===== src/rtl/kim_fifo_pkg.sv =====
// Shared definitions for the kim FIFO write-side and read-side controllers.
package kim_fifo_pkg;

    typedef enum logic {
        StIdle  = 1'b0,
        StBurst = 1'b1
    } arb_state_e;

    localparam int unsigned KimFifoDefaultWidth = 32;

    // Occupancy from pointer pair; caller truncates to LOG2_DEPTH+1 bits.
    function automatic logic [31:0] kim_fifo_level(input logic [31:0] w_ptr,
                                                   input logic [31:0] r_ptr,
                                                   input logic        w_back,
                                                   input logic        r_back,
                                                   input logic [31:0] depth);
        return (w_back == r_back) ? (w_ptr - r_ptr) : (depth - r_ptr + w_ptr);
    endfunction

endpackage


===== src/rtl/kim_fifo_wr_arb_if.sv =====
// Requester and FIFO-memory write-side bus of the kim FIFO write arbiter.
interface kim_fifo_wr_arb_if
    import kim_fifo_pkg::*;
#(
    parameter int unsigned FIFO_DATA_LENGTH = KimFifoDefaultWidth,
    parameter int unsigned FIFO_LOG2_DEPTH  = 2,
    parameter int unsigned NUM_REQ          = 4,
    parameter int unsigned LOG2_REQ         = 2
);
    logic [NUM_REQ-1:0]                  req_valid;
    logic [NUM_REQ-1:0]                  req_last;
    logic [NUM_REQ*FIFO_DATA_LENGTH-1:0] req_data;
    logic [NUM_REQ-1:0]                  req_ready;
    logic                                w_hs;
    logic [FIFO_DATA_LENGTH-1:0]         data_in;
    logic [FIFO_LOG2_DEPTH-1:0]          w_ptr;
    logic [FIFO_LOG2_DEPTH-1:0]          r_ptr;
    logic                                w_back;
    logic                                r_back;
    logic                                full;
    logic                                empty;
    logic [FIFO_LOG2_DEPTH:0]            level;
    logic                                busy;
    logic [LOG2_REQ-1:0]                 owner;

    modport slave (
        input  req_valid, req_last, req_data, w_ptr, r_ptr, w_back, r_back,
        output req_ready, w_hs, data_in, full, empty, level, busy, owner
    );

    modport master (
        output req_valid, req_last, req_data, w_ptr, r_ptr, w_back, r_back,
        input  req_ready, w_hs, data_in, full, empty, level, busy, owner
    );

endinterface


===== src/rtl/kim_rr_pick.sv =====
// Rotating-priority picker: first set request at or above i_rr_ptr, wrapping modulo NUM_REQ.
module kim_rr_pick #(
    parameter int unsigned NUM_REQ  = 4,
    parameter int unsigned LOG2_REQ = 2
) (
    input  logic [NUM_REQ-1:0]  i_req_valid,
    input  logic [LOG2_REQ-1:0] i_rr_ptr,
    output logic                o_found,
    output logic [LOG2_REQ-1:0] o_winner
);

    int unsigned w_idx;

    // Scan from the farthest offset down so the nearest requester wins.
    always_comb begin
        o_found  = 1'b0;
        o_winner = '0;
        w_idx    = 0;
        for (int k = NUM_REQ - 1; k >= 0; k--) begin
            w_idx = (32'(i_rr_ptr) + 32'(k)) % NUM_REQ;
            if (i_req_valid[w_idx]) begin
                o_found  = 1'b1;
                o_winner = LOG2_REQ'(w_idx);
            end
        end
    end

endmodule


===== src/rtl/kim_fifo_wr_arb.sv =====
// Round-robin burst arbiter for the kim FIFO write port.
// Optional per-requester beat counters are enabled by defining FIFO_ARB_STAT_EN.
module kim_fifo_wr_arb
    import kim_fifo_pkg::*;
#(
    parameter int unsigned FIFO_DATA_LENGTH = KimFifoDefaultWidth,
    parameter int unsigned FIFO_DATA_DEPTH  = 4,
    parameter int unsigned FIFO_LOG2_DEPTH  = 2,
    parameter int unsigned NUM_REQ          = 4,
    parameter int unsigned LOG2_REQ         = 2,
    parameter int unsigned MAX_BURST        = 8,
    parameter int unsigned GAP_MAX          = 4
) (
    input  logic                    clk,
    input  logic                    rst_n,
    kim_fifo_wr_arb_if.slave        bus
`ifdef FIFO_ARB_STAT_EN
    ,
    output logic [NUM_REQ*16-1:0]   stat_cnt
`endif
);

    localparam int unsigned BeatW = (MAX_BURST > 1) ? $clog2(MAX_BURST) : 1;
    localparam int unsigned GapW  = (GAP_MAX > 1) ? $clog2(GAP_MAX) : 1;

    arb_state_e          r_state;
    logic [LOG2_REQ-1:0] r_owner;
    logic [LOG2_REQ-1:0] r_rr_ptr;
    logic [BeatW-1:0]    r_beat_cnt;
    logic [GapW-1:0]     r_gap_cnt;

    logic                w_found;
    logic [LOG2_REQ-1:0] w_winner;
    logic [LOG2_REQ-1:0] w_next_rr;
    logic                w_own_valid;
    logic                w_own_last;
    logic                w_full;
    logic                w_whs;
    logic                w_release;

    kim_rr_pick #(
        .NUM_REQ  (NUM_REQ),
        .LOG2_REQ (LOG2_REQ)
    ) u_pick (
        .i_req_valid (bus.req_valid),
        .i_rr_ptr    (r_rr_ptr),
        .o_found     (w_found),
        .o_winner    (w_winner)
    );

    assign w_full      = (bus.w_ptr == bus.r_ptr) && (bus.w_back != bus.r_back);
    assign bus.full    = w_full;
    assign bus.empty   = (bus.w_ptr == bus.r_ptr) && (bus.w_back == bus.r_back);
    assign bus.level   = (FIFO_LOG2_DEPTH + 1)'(kim_fifo_level(32'(bus.w_ptr), 32'(bus.r_ptr),
                                                               bus.w_back, bus.r_back,
                                                               32'(FIFO_DATA_DEPTH)));

    assign w_own_valid = bus.req_valid[r_owner];
    assign w_own_last  = bus.req_last[r_owner];
    assign w_whs       = (r_state == StBurst) && w_own_valid && !w_full;
    assign w_next_rr   = (r_owner == LOG2_REQ'(NUM_REQ - 1)) ? '0 : r_owner + 1'b1;

    // A full-stall with valid high is neither a beat nor a gap.
    assign w_release   = w_whs ? (w_own_last || (r_beat_cnt == BeatW'(MAX_BURST - 1)))
                               : (!w_own_valid && (r_gap_cnt == GapW'(GAP_MAX - 1)));

    assign bus.w_hs    = w_whs;
    assign bus.data_in = bus.req_data[32'(r_owner) * FIFO_DATA_LENGTH +: FIFO_DATA_LENGTH];
    assign bus.busy    = (r_state == StBurst);
    assign bus.owner   = r_owner;

    always_comb begin
        bus.req_ready = '0;
        if (r_state == StBurst) begin
            bus.req_ready[r_owner] = !w_full;
        end
    end

    always_ff @(posedge clk or negedge rst_n) begin
        if (!rst_n) begin
            r_state    <= StIdle;
            r_owner    <= '0;
            r_rr_ptr   <= '0;
            r_beat_cnt <= '0;
            r_gap_cnt  <= '0;
        end else begin
            case (r_state)
                StIdle: begin
                    if (w_found) begin
                        r_owner    <= w_winner;
                        r_beat_cnt <= '0;
                        r_gap_cnt  <= '0;
                        r_state    <= StBurst;
                    end
                end
                StBurst: begin
                    if (w_whs) begin
                        r_beat_cnt <= r_beat_cnt + 1'b1;
                        r_gap_cnt  <= '0;
                    end else if (!w_own_valid) begin
                        r_gap_cnt  <= r_gap_cnt + 1'b1;
                    end
                    if (w_release) begin
                        r_state  <= StIdle;
                        r_rr_ptr <= w_next_rr;
                    end
                end
                default: r_state <= StIdle;
            endcase
        end
    end

`ifdef FIFO_ARB_STAT_EN
    logic [15:0] r_stat [NUM_REQ];

    always_ff @(posedge clk or negedge rst_n) begin
        if (!rst_n) begin
            for (int i = 0; i < NUM_REQ; i++) begin
                r_stat[i] <= '0;
            end
        end else if (w_whs && (r_stat[r_owner] != 16'hFFFF)) begin
            r_stat[r_owner] <= r_stat[r_owner] + 16'd1;
        end
    end

    always_comb begin
        stat_cnt = '0;
        for (int i = 0; i < NUM_REQ; i++) begin
            stat_cnt[i*16 +: 16] = r_stat[i];
        end
    end
`endif

endmodule


===== src/flat_wrapper.sv =====
// flat-port wrapper written by rule: the top's interface ports become plain ports
module kim_fifo_wr_arb_flat import kim_fifo_pkg::*;
#(
    parameter int unsigned FIFO_DATA_LENGTH = KimFifoDefaultWidth,
    parameter int unsigned FIFO_DATA_DEPTH  = 4,
    parameter int unsigned FIFO_LOG2_DEPTH  = 2,
    parameter int unsigned NUM_REQ          = 4,
    parameter int unsigned LOG2_REQ         = 2,
    parameter int unsigned MAX_BURST        = 8,
    parameter int unsigned GAP_MAX          = 4
)
  (clk, rst_n, bus_req_valid, bus_req_last, bus_req_data, bus_w_ptr, bus_r_ptr, bus_w_back, bus_r_back, bus_req_ready, bus_w_hs, bus_data_in, bus_full, bus_empty, bus_level, bus_busy, bus_owner);
  kim_fifo_wr_arb_if #(.FIFO_DATA_LENGTH(FIFO_DATA_LENGTH), .FIFO_LOG2_DEPTH(FIFO_LOG2_DEPTH), .NUM_REQ(NUM_REQ), .LOG2_REQ(LOG2_REQ)) bus_i ();
  input  logic clk;
  input  logic rst_n;
  input wire logic [$bits(bus_i.req_valid)-1:0] bus_req_valid;
  input wire logic [$bits(bus_i.req_last)-1:0] bus_req_last;
  input wire logic [$bits(bus_i.req_data)-1:0] bus_req_data;
  input wire logic [$bits(bus_i.w_ptr)-1:0] bus_w_ptr;
  input wire logic [$bits(bus_i.r_ptr)-1:0] bus_r_ptr;
  input wire logic [$bits(bus_i.w_back)-1:0] bus_w_back;
  input wire logic [$bits(bus_i.r_back)-1:0] bus_r_back;
  output wire logic [$bits(bus_i.req_ready)-1:0] bus_req_ready;
  output wire logic [$bits(bus_i.w_hs)-1:0] bus_w_hs;
  output wire logic [$bits(bus_i.data_in)-1:0] bus_data_in;
  output wire logic [$bits(bus_i.full)-1:0] bus_full;
  output wire logic [$bits(bus_i.empty)-1:0] bus_empty;
  output wire logic [$bits(bus_i.level)-1:0] bus_level;
  output wire logic [$bits(bus_i.busy)-1:0] bus_busy;
  output wire logic [$bits(bus_i.owner)-1:0] bus_owner;
  assign bus_i.req_valid = bus_req_valid;
  assign bus_i.req_last = bus_req_last;
  assign bus_i.req_data = bus_req_data;
  assign bus_i.w_ptr = bus_w_ptr;
  assign bus_i.r_ptr = bus_r_ptr;
  assign bus_i.w_back = bus_w_back;
  assign bus_i.r_back = bus_r_back;
  assign bus_req_ready = bus_i.req_ready;
  assign bus_w_hs = bus_i.w_hs;
  assign bus_data_in = bus_i.data_in;
  assign bus_full = bus_i.full;
  assign bus_empty = bus_i.empty;
  assign bus_level = bus_i.level;
  assign bus_busy = bus_i.busy;
  assign bus_owner = bus_i.owner;
  kim_fifo_wr_arb #(.FIFO_DATA_LENGTH(FIFO_DATA_LENGTH), .FIFO_DATA_DEPTH(FIFO_DATA_DEPTH), .FIFO_LOG2_DEPTH(FIFO_LOG2_DEPTH), .NUM_REQ(NUM_REQ), .LOG2_REQ(LOG2_REQ), .MAX_BURST(MAX_BURST), .GAP_MAX(GAP_MAX)) u_core (.clk(clk), .rst_n(rst_n), .bus(bus_i));
endmodule

===== config.mk =====
export PLATFORM = sky130hd
export DESIGN_NAME = kim_fifo_wr_arb_flat
export DESIGN_NICKNAME = d
export VERILOG_FILES = /design/src/rtl/kim_fifo_pkg.sv /design/src/rtl/kim_fifo_wr_arb_if.sv /design/src/rtl/kim_rr_pick.sv /design/src/rtl/kim_fifo_wr_arb.sv /design/src/flat_wrapper.sv
export SDC_FILE = /design/constraint.sdc
export NUM_CORES = 1
export LEC_CHECK = 0
export CORE_MARGIN = 8
export CORE_UTILIZATION = 29
export DETAILED_ROUTE_END_ITERATION = 8
export PLACE_DENSITY = 0.84
export SETUP_SLACK_MARGIN = 0.05
export SLEW_MARGIN = 40
export SYNTH_ARGS = -nofsm -noshare
export SYNTH_HDL_FRONTEND = slang
export SYNTH_SLANG_ARGS = --single-unit

===== constraint.sdc =====
create_clock -name clk -period 5.37 [get_ports clk]
set_input_delay 0.8055 -clock clk [delete_from_list [all_inputs] [get_ports clk]]
set_output_delay 0.8055 -clock clk [all_outputs]
set_load 0.02 [all_outputs]

==> results.json <==
{
  "cts_made_buffers": 3,
  "design_area_mm2": 0.00354,
  "arrival_ns": 2.65,
  "placedInstanceArea_mm2": 0.00349,
  "p_per_area_mw_per_mm2": 392,
  "htreeDepth": 1,
  "n_fill_cell": 411,
  "gr-total-overflow": 0,
  "syn_nets": 274,
  "finClkSkew_ns": 0.00120,
  "cp_max_fo": 8,
  "slew_headroom_pct": 64.5,
  "num_rows": 26,
  "grt_usage_pct": 19.8,
  "crit_slowest_cell": "mux4_2",
  "fp.dieW_um": 89.0,
  "drt_wl_total_um": 8450,
  "setup_violations": 0,
  "grt_first_pass_wirelength_um": 11800,
  "cts_buffer_depth": 2,
  "synth_cell_type_count": 32,
  "swShare_pct": 42.6,
  "grt_pass1_vias": 2009,
  "drc": 0,
  "initial_core_util_pct": 30.1,
  "leakage_nw": 1.35,
  "syn_avg_cell_area_um2": 12.9,
  "layout_commonest_cell": "clkdlybuf4s50_1",
  "seqPwrFrac_pct": 14.9,
  "path_delay_family": "buffers and inverters",
  "power.share.clock_pct": 6.6,
  "cap_violations": 0,
  "post-cts-setup-buffers": 0,
  "place_hpwl_um": 7580,
  "netlist_instances": 120,
  "cp_data_required_time_ns": 4.56,
  "fin_nets": 460,
  "vdd_drop_max_uv": 279,
  "dieArea_mm2": 0.00792,
  "cts.sinks": 10,
  "drive_above_1_share_pct": 13.8,
  "grt_max_degree": 32,
  "hold_violations": 0,
  "final.min_clock_period_ns": 3.46,
  "path_clk_slew_ns": 0.04,
  "io_pins": 189,
  "cts-resized-gates": 0,
  "path_buf_inv": 3,
  "cp_cell_sequence": "clkdlybuf4s50_1 > mux4_2 > o211ai_4 > inv_1 > clkdlybuf4s50_1",
  "core_mm2": 0.00514,
  "insertion_delay_ns": 0.23,
  "max_stage_delay_ns": 0.60,
  "vias": 1863,
  "antenna_found_initial": 0,
  "ys_seq_area_share_pct": 16.2,
  "cp-start-kind": "input port",
  "postCtsHoldBufs": 0,
  "die_h_um": 89.0,
  "worst_pin_slew_ns": 0.533,
  "viasPerCell": 4.97,
  "rsz0062_at_grt": "no",
  "cts_root_buf": "clkbuf_8",
  "wl_per_cell_um": 22.5,
  "path_class": "input port to primary output",
  "ys_ff_latch": 10,
  "holdWs_ns": 0.508,
  "io_buffers": 188,
  "most-common-layout-cells": "188 x clkdlybuf4s50_1, 33 x mux4_2, 12 x inv_1",
  "switchingPower_uw": 591,
  "first_iter_violations": 28,
  "gp_congestion": 0.852,
  "pwr-share-comb_pct": 78.5,
  "endpoint_kind": "primary output",
  "ys_warn_count": 0,
  "crit_top_cell": "clkdlybuf4s50_1",
  "period_share_pct": 64.3,
  "fmax_mhz": 289,
  "drt-pass1-iter-count": 4,
  "syn_to_final_growth_pct": 129,
  "status": "finished clean",
  "tns_ns": 0,
  "slew_viol_final": 0,
  "cts_tree": "built",
  "hold_class": "flop to flop",
  "p_int_uw": 797,
  "antenna_left": 0,
  "diodes": 0,
  "syn_area_mm2": 0.00155
}
worst reg2reg max path: cells and delay by family, from the launching register on:
family,cells,cell delay [ns]
compound gates,2,0.33
mux,2,1.02
flops,1,0.76
final timing paths:
check                                     start              endpoint  slack [ns]  cells after the start
setup / recovery               bus_req_valid[3]              bus_w_hs        1.91                      5
hold reg to reg            u_core.r_beat_cnt[0]  u_core.r_beat_cnt[0]        0.51                      1
hold / removal             u_core.r_beat_cnt[0]  u_core.r_beat_cnt[0]        0.51                      1
max in group asynchronous                 rst_n   u_core.bus.owner[0]        4.15                      1
min in group asynchronous                 rst_n  u_core.r_beat_cnt[0]        0.88                      1
setup reg to reg            u_core.bus.owner[0]    u_core.r_rr_ptr[0]        3.14                      4
logic make-up (layout without fill, tap and decap cells):
| logic type | count (synthesis) | after routing | synth area share [%] |
|---|---|---|---|
| xor gates and xnor gates | 3 | 3 | 1.70 |
| AOI/OAI and AO/OA | 14 | 14 | 7.53 |
| muxes | 38 | 38 | 52.6 |
| DFF | 10 | 10 | 16.2 |
| and+or+nand+nor | 24 | 24 | 7.53 |
| buffers and inverters | 21 | 206 | 5.91 |
| adders and majority gates | 10 | 10 | 8.58 |
power groups by stage:
stage          combinational (mW)  clock (mW)  sequential, mW
2_1_floorplan               0.672           0           0.145
3_3_place_gp                 1.08           0           0.207
3_5_place_dp                 1.10           0           0.212
4_1_cts                      1.10      0.0932           0.211
5_1_grt                      1.16      0.0959           0.223
6_report                     1.09      0.0914           0.207
sequential cells by signal (all words and copies together) (netlist names):
signal / cells
u_core.r_rr_ptr: 2
u_core.r_gap_cnt: 2
u_core.bus.busy: 1
u_core.bus.owner: 2
u_core.r_beat_cnt: 3
synthesized netlist by cell type:
cell type	number	share of area, %
dfrtp_1	10	16
a221o_1	1	0.65
a22o_1	2	1.1
ha_1	9	7.3
a21oi_1	1	0.32
o22ai_1	1	0.41
nor2_1	7	1.7
clkbuf_1	2	0.49
fa_1	1	1.3
buf_6	1	0.73
mux2i_1	2	1.3
a2111oi_0	1	0.57
xnor2_1	2	1.1
o31ai_1	1	0.49
and3_1	4	1.6
nand3_1	4	1.3
buf_2	4	1.3
inv_1	12	2.9
o21ai_0	4	1.3
mux2_1	2	1.5
nand4_1	1	0.41
o22ai_2	1	0.81
a21o_1	1	0.49
nand2_1	5	1.2
mux4_1	1	1.7
nor2b_1	1	0.41
buf_1	2	0.49
xor2_1	1	0.57
mux4_2	33	48
nand2b_1	1	0.41
nor3b_1	1	0.49
o211ai_4	1	1.4
per-layer routing:
layer | wire length [um] | global-route usage (%)
met1 | 2900 | 20.4
met2 | 4510 | 37.5
met5 | 0 | 0
met4 | 140 | 3.78
met3 | 887 | 6.80
through the flow:
step | total power, mW | setup WS (ns) | instances | util (%)
after floorplan | 0.817 | 2.79 | 120 | -
after global placement | 1.29 | 1.95 | 371 | 67.8
after detailed placement | 1.31 | 1.91 | 371 | 67.8
after CTS | 1.41 | 1.91 | 375 | 68.9
after global routing | 1.48 | 1.81 | 375 | 68.9
final | 1.39 | 1.91 | 375 | 68.9
final cells by class:
cell class | instances | area (um^2) | area share, %
inverters | 12 | 45.0 | 1.27
clock buffers | 4 | 55.1 | 1.55
flip-flops and latches | 10 | 254 | 7.17
well taps | 70 | 87.6 | 2.47
multi-input cells | 89 | 1200 | 34.0
repair buffers | 190 | 1900 | 53.5
Power figures use the tool's default switching activity.
